===== src/rtl/leb128_u32_stream_dec.sv =====
// Streaming unsigned 32-bit LEB128 decoder: one byte in per cycle, one registered value out.
// Optional malformed-value detection and resync is enabled by defining LEB128_U32_CHECK_EN.
module leb128_u32_stream_dec (
    input  logic        clk,
    input  logic        reset,
    input  logic [7:0]  i_data,
    input  logic        i_valid,
    output logic        i_ready,
    output logic [31:0] o_data,
    output logic [2:0]  o_len,
    output logic        o_err,
    output logic        o_valid,
    input  logic        o_ready
);

`ifdef LEB128_U32_CHECK_EN
    typedef enum logic {S_COLLECT, S_SKIP} state_t;
`else
    typedef enum logic {S_COLLECT} state_t;
`endif

    state_t      state, state_n;
    logic [2:0]  cnt, cnt_n;
    logic [27:0] acc, acc_n;
    logic [31:0] od_n;
    logic [2:0]  ol_n;
    logic        ov_n;
    logic        take, last;
    logic [4:0]  sh;
    logic [31:0] merged;

    // A drained output slot frees the input in the same cycle.
    assign i_ready = !reset && !(o_valid && !o_ready);
    assign take    = i_valid && i_ready;
    assign last    = !i_data[7] || (cnt == 3'd4);
    assign sh      = 5'(cnt) * 5'd7;
    // The 5th chunk shifted by 28 keeps only its low 4 bits.
    assign merged  = {4'b0, acc} | ({25'b0, i_data[6:0]} << sh);

`ifdef LEB128_U32_CHECK_EN
    logic oe_n;
    always_ff @(posedge clk) begin
        if (reset) o_err <= 1'b0;
        else       o_err <= oe_n;
    end
`else
    assign o_err = 1'b0;
`endif

    always_ff @(posedge clk) begin
        if (reset) begin
            state   <= S_COLLECT;
            cnt     <= 3'd0;
            acc     <= 28'd0;
            o_data  <= 32'd0;
            o_len   <= 3'd0;
            o_valid <= 1'b0;
        end else begin
            state   <= state_n;
            cnt     <= cnt_n;
            acc     <= acc_n;
            o_data  <= od_n;
            o_len   <= ol_n;
            o_valid <= ov_n;
        end
    end

    always_comb begin
        state_n = state;
        cnt_n   = cnt;
        acc_n   = acc;
        od_n    = o_data;
        ol_n    = o_len;
        ov_n    = o_valid && !o_ready;
`ifdef LEB128_U32_CHECK_EN
        oe_n    = o_err;
`endif
        if (take) begin
            case (state)
                S_COLLECT: begin
                    if (last) begin
                        od_n  = merged;
                        ol_n  = cnt + 3'd1;
                        ov_n  = 1'b1;
                        cnt_n = 3'd0;
                        acc_n = 28'd0;
`ifdef LEB128_U32_CHECK_EN
                        oe_n  = (cnt == 3'd4) && (i_data[7] || (i_data[6:4] != 3'd0));
                        // Value overran 5 bytes: emit it now, then drop its tail.
                        if ((cnt == 3'd4) && i_data[7]) state_n = S_SKIP;
`endif
                    end else begin
                        cnt_n = cnt + 3'd1;
                        acc_n = merged[27:0];
                    end
                end
`ifdef LEB128_U32_CHECK_EN
                S_SKIP: begin
                    if (!i_data[7]) state_n = S_COLLECT;
                end
`endif
                default: state_n = S_COLLECT;
            endcase
        end
    end

endmodule


===== config.mk =====
export PLATFORM = sky130hd
export DESIGN_NAME = leb128_u32_stream_dec
export DESIGN_NICKNAME = d
export VERILOG_FILES = /design/src/rtl/leb128_u32_stream_dec.sv
export SDC_FILE = /design/constraint.sdc
export NUM_CORES = 1
export LEC_CHECK = 0
export ABC_AREA = 1
export CORE_MARGIN = 2
export CORE_UTILIZATION = 53
export CTS_CLUSTER_SIZE = 24
export DETAILED_ROUTE_END_ITERATION = 8
export HOLD_SLACK_MARGIN = 0.12
export PLACE_DENSITY = 0.79
export SETUP_SLACK_MARGIN = 0.02
export SLEW_MARGIN = 0
export SYNTH_ARGS = -nofsm -noshare
export SYNTH_HDL_FRONTEND = slang
export SYNTH_SLANG_ARGS = --single-unit

===== constraint.sdc =====
create_clock -name clk -period 3.2 [get_ports clk]
set_input_delay 0.32 -clock clk [delete_from_list [all_inputs] [get_ports clk]]
set_output_delay 0.32 -clock clk [all_outputs]
set_load 0.02 [all_outputs]

==> results.cfg, run 1 <==
[setup_path]
path_class = reg2reg
crit_arrival_ns = 2.98
start_kind = register
required_ns = 3.46
setup.worst_path.start = cnt[0]$_SDFFE_PP0P_
cp_max_fo = 12
regToRegStartpoint = cnt[0]$_SDFFE_PP0P_
endpoint_kind = register

[global_routing]
overflow = 0
grt_first_pass_wirelength_um = 13200
grt_max_degree = 30
antenna_found_initial = 0
met1_usage_pct = 34.6
track_usage_pct = 26.4
grt_busiest_layer = met2
use_met3_pct = 4.83
met2_usage_pct = 43.0
grt_pass1_vias = 2845

[layout]
most-common-layout-cells = nand2_1, dfxtp_1, nand3_1, clkdlybuf4s50_1, o21ai_0
final_common_cell = nand2_1
synthToLayoutAreaGrowth_pct = 22.4
antennaDiodeCount = 0
drive_gt1_share_pct = 6.77
design_area_sq_mm = 0.00377
nets = 486

[sta]
hold_viol_final = 0
finalCritPeriodShare_pct = 84.8
worst_pin_slew_ns = 0.813
finClkSkew_ns = 0.00983
setup_violations = 0
max-slew-margin-rel_pct = 45.7
max_freq_mhz = 368
min_period_ns = 2.71
finalMaxSlewViolations = 0
finalSetupTns_ns = 0
grt_setup_unrepaired = false

[synthesis]
yosysTopAreaCellShare_pct = 43.5
yosysWarnings = 0
synth.area.top_cells = dfxtp_1, nand2_1, nand3_1, o21ai_0, a21oi_1
post-synth-top-area-cell = dfxtp_1
syn_area_sq_mm = 0.00308
synth-seq-cells = 67
synth_nets = 444
ys_seq_area_share_pct = 43.5
synth_cell_types = 28
avgSynthCellArea_sq_um = 7.23
syn-instance-count = 426

[placed_design]
portBuffers = 48
globalplace.congestion = 0.925
dpl.hpwl_um = 5520
placed_area_sq_mm = 0.00357

[clocking]
path_clk_slew_ns = 0.07
holdBufCountCts = 0
cts_tree = yes
post_cts_buffers = 0
clock_path_buffers = 2
htreeDepth = 3
cts_sinks = 67
cts-resized-gates = 0
insertion_delay_ns = 0.34
numCtsBuffers = 9
clock-root-buffer = clkbuf_8

[detailed_routing]
drt_iter0_markers = 139
ant_nets = 0
vias_per_cell = 5.44
vias = 2966
wl_um = 7680
drc = 0
routedWlPerCell_um = 14.1
first_pass_iters = 4

[die]
fp.dieH_um = 80.3
start_util_pct = 55.3
rows = 27
ios = 50
die_width_um = 80.3
fp.dieArea_sq_mm = 0.00644
placeableCoreArea_sq_mm = 0.00557

[power]
p_total_mw = 2.05
power_per_cell_area_mw_per_mm2 = 542
vdd_drop_max_uv = 302
p_leak_nw = 1.58

[min_path]
hold_path.class = reg2reg
min-delay-start = acc[0]$_SDFFE_PP0P_

[status]
status = completed

[job]
maxCapViolCount = 0
[cells in the mapped netlist]
master and number:
nand2_1 114, dfxtp_1 67, nand3_1 58, o21ai_0 41, inv_1 37, a21oi_1 28, a31oi_1 16, nor2_1 15
buf_2 14, clkbuf_1 4, ha_1 4, nand4_1 4, inv_2 3, o21ai_1 3, buf_4 2, buf_6 2
fa_1 2, nor2_4 2, a211oi_1 1, a21boi_2 1, and2_1 1, buf_1 1, conb_1 1, nand2_4 1
nor2_2 1, nor2_8 1, xnor2_1 1, xnor2_2 1
[cells by family after synthesis]
kind of cell	Yosys count	share of synthesized area (%)
other cells	1	0.122
compound gates	90	15.6
fa+ha+maj	6	2.92
flops	67	43.5
buf+inv	63	8.97
xor+xnor	2	0.812
simple gates	197	28.1
[stage by stage]
stage	cells	hold slack, ns	utilization (%)	worst slack [ns]
after floorplan	426	0.427	-	0.869
after global placement	529	0.434	64.1	0.617
after detailed placement	529	0.438	64.1	0.520
after CTS	545	0.455	67.7	0.494
after global routing	545	0.470	67.7	0.285
final	545	0.452	67.7	0.486
[metal layers]
| layer | wire, um | share of wire, % |
|---|---|---|
| met5 | 0 | 0 |
| met4 | 119 | 1.6 |
| met3 | 327 | 4.3 |
| met2 | 3690 | 48 |
| met1 | 3540 | 46 |
[layout make-up]
cell class                 instances  area [sq um]
fill                             515          1800
sequential                        67          1340
inverter                          40           150
tap                               72          90.1
timing repair buffer              54           526
clock buffer                       9           124
multi-input combinational        296          1460
clock inverter                     7          76.3
[critical path, stage by stage (launching register included)]
cell and delay, ns:
dfxtp_1 0.58, fa_1 0.47, ha_1 0.20, inv_1 0.06, fa_1 0.42, inv_1 0.31
nand2_1 0.22, nor2_1 0.15, nor2_1 0.07, a21oi_1 0.15
[power by group]
part | internal, mW | total [mW] | switching (mW)
logic | 0.154 | 0.454 | 0.300
registers | 0.870 | 0.892 | 0.0212
clock network | 0.363 | 0.700 | 0.337
total | 1.39 | 2.05 | 0.658
[path summary, 6_finish.rpt]
check | to | slack, ns | cells past startpoint
hold reg to reg | acc[0]$_SDFFE_PP0P_ | 0.45 | 2
setup reg to reg | acc[20]$_SDFFE_PP0P_ | 0.49 | 9
hold / removal | acc[0]$_SDFFE_PP0P_ | 0.45 | 2
setup / recovery | acc[20]$_SDFFE_PP0P_ | 0.49 | 9
[state kept, by name (all words and copies together) (netlist names)]
| register | cells |
|---|---|
| acc | 28 |
| o_valid | 1 |
| o_data | 32 |
| o_len | 3 |
| cnt | 3 |
(Power assumes the default switching activity.)
==> run 2, diff against run 1 <==
--- a/config.mk
+++ b/config.mk
@@ -7,11 +7,11 @@
 export LEC_CHECK = 0
 export ABC_AREA = 1
 export CORE_MARGIN = 2
-export CORE_UTILIZATION = 53
+export CORE_UTILIZATION = 48
 export CTS_CLUSTER_SIZE = 24
 export DETAILED_ROUTE_END_ITERATION = 8
 export HOLD_SLACK_MARGIN = 0.12
-export PLACE_DENSITY = 0.79
+export PLACE_DENSITY = 0.76
 export SETUP_SLACK_MARGIN = 0.02
 export SLEW_MARGIN = 0
 export SYNTH_ARGS = -nofsm -noshare
==> constraint.sdc (replaced) <==
create_clock -name clk -period 2.3 [get_ports clk]
set_input_delay 0.23 -clock clk [delete_from_list [all_inputs] [get_ports clk]]
set_output_delay 0.23 -clock clk [all_outputs]
set_load 0.02 [all_outputs]
==> results.cfg, run 2 (synthesis gave the netlist of run 1 again) <==
[detailed_routing]
drc = 0
ant_nets = 0
drt_iter0_markers = 180
wl_um = 7980
vias_per_cell = 5.27
vias = 2979
first_pass_iters = 4
routedWlPerCell_um = 14.1

[clocking]
numCtsBuffers = 9
path_clk_slew_ns = 0.08
cts_sinks = 67
htreeDepth = 3
clock-root-buffer = clkbuf_8
insertion_delay_ns = 0.35
cts_tree = yes
clock_path_buffers = 2
holdBufCountCts = 0

[setup_path]
cp_max_fo = 13
endpoint_kind = register
start_kind = register
required_ns = 2.60
regToRegStartpoint = cnt[0]$_SDFFE_PP0P_
crit_arrival_ns = 2.61
setup.worst_path.start = cnt[0]$_SDFFE_PP0P_
path_class = reg2reg
reg2regPathDepth = 9

[sta]
finalMaxSlewViolations = 0
hold_viol_final = 0
setup_violations = 1
fin_ws_ns = -0.0146
grt_setup_unrepaired = true
finClkSkew_ns = 0.00788
max_freq_mhz = 432
finalCritPeriodShare_pct = 101
min_period_ns = 2.31
finalSetupTns_ns = -0.0146

[min_path]
min-delay-start = o_data[9]$_SDFFE_PP0P_
whs_path_depth = 2
hold_path.class = reg2reg

[die]
placeableCoreArea_sq_mm = 0.00628
fp.dieArea_sq_mm = 0.00708
start_util_pct = 49.1
rows = 29
ios = 50
fp.dieH_um = 84.1
die_width_um = 84.1

[layout]
most-common-layout-cells = nand2_1, dfxtp_1, clkdlybuf4s50_1, o21ai_0
final_common_cell = nand2_1
final_core_util_pct = 66.8
synthToLayoutAreaGrowth_pct = 36.1
largest_reg_flops = 32
antennaDiodeCount = 0
instances_no_fill = 565
nets = 501
top_regs = o_data x32, acc x28
top_register = o_data
drive_gt1_share_pct = 18.9
design_area_sq_mm = 0.00419

[job]
maxCapViolCount = 0

[power]
p_leak_nw = 1.72
vdd_drop_max_uv = 455
power_per_cell_area_mw_per_mm2 = 766

[placed_design]
placed_area_sq_mm = 0.00368
portBuffers = 48
dpl.hpwl_um = 5480
post-place-ws_ns = -0.144
dp.cells = 544
globalplace.congestion = 0.897

[global_routing]
grt_pass1_vias = 2772
grt_first_pass_wirelength_um = 12900
track_usage_pct = 22.9
grt_max_degree = 50
overflow = 0
antenna_found_initial = 0

[status]
violations = negative setup slack
status = finished with violations
==> run 2: cell count changes in the layout (fill, tap and decap cells not counted), moves of 6 or more <==
| cell | change |
|---|---|
| nand3_1 | -23 |
| nand3_2 | +20 |
| nand2_1 | -9 |
| a21oi_1 | -7 |
| a21oi_2 | +7 |
| buf_4 | +7 |
| nand2_2 | +7 |
| buf_6 | +6 |
==> run 2: layout make-up <==
class | count | area, sq um
multi-input cells | 296 | 1680
clock buffers | 10 | 128
inverters | 40 | 153
repair buffers | 69 | 686
well taps | 77 | 96.3
fillers | 546 | 2080
flip-flops and latches | 67 | 1340
clock inverters | 6 | 114
==> run 2: worst paths after layout <==
check	slack, ns	end
setup / recovery	-0.01	o_data[19]$_SDFFE_PP0P_
hold / removal	0.45	o_data[9]$_SDFFE_PP0P_
setup reg to reg	-0.01	o_data[19]$_SDFFE_PP0P_
hold reg to reg	0.45	o_data[9]$_SDFFE_PP0P_
==> run 2: critical path, stage by stage, from the launching register on <==
cell     delay (ns)
dfxtp_2        0.33
fa_1           0.55
ha_2           0.18
inv_2          0.04
fa_2           0.58
buf_6          0.19
nand4_1        0.18
nand2_1        0.12
nand2_1        0.05
nand2_1        0.05
==> run 2: what timing repair did <==
item,4_1_cts,5_1_grt
gates resized for setup,31,27
buffers inserted,0,5
pin swaps,7,12
endpoints found under the setup margin,34,60
==> run 2: report_power, final <==
| group | total (mW) | switching [mW] | internal (mW) |
|---|---|---|---|
| Clock | 1.19 | 0.468 | 0.722 |
| Combinational | 0.787 | 0.495 | 0.292 |
| Sequential | 1.24 | 0.0255 | 1.21 |
| Total | 3.21 | 0.989 | 2.23 |
==> run 2: layer usage <==
| layer | wire [um] | GRT usage (%) |
|---|---|---|
| met1 | 3600 | 29.4 |
| met4 | 263 | 12.5 |
| met2 | 3690 | 35.7 |
| met3 | 431 | 5.14 |
| met5 | 0 | 0 |
==> run 2: metrics by stage <==
stage	total power [mW]	hold WS, ns
after floorplan	1.70	0.401
after CTS	3.16	0.451
after global routing	3.36	0.477
after detailed placement	1.93	0.438
after global placement	1.92	0.434
final	3.21	0.454
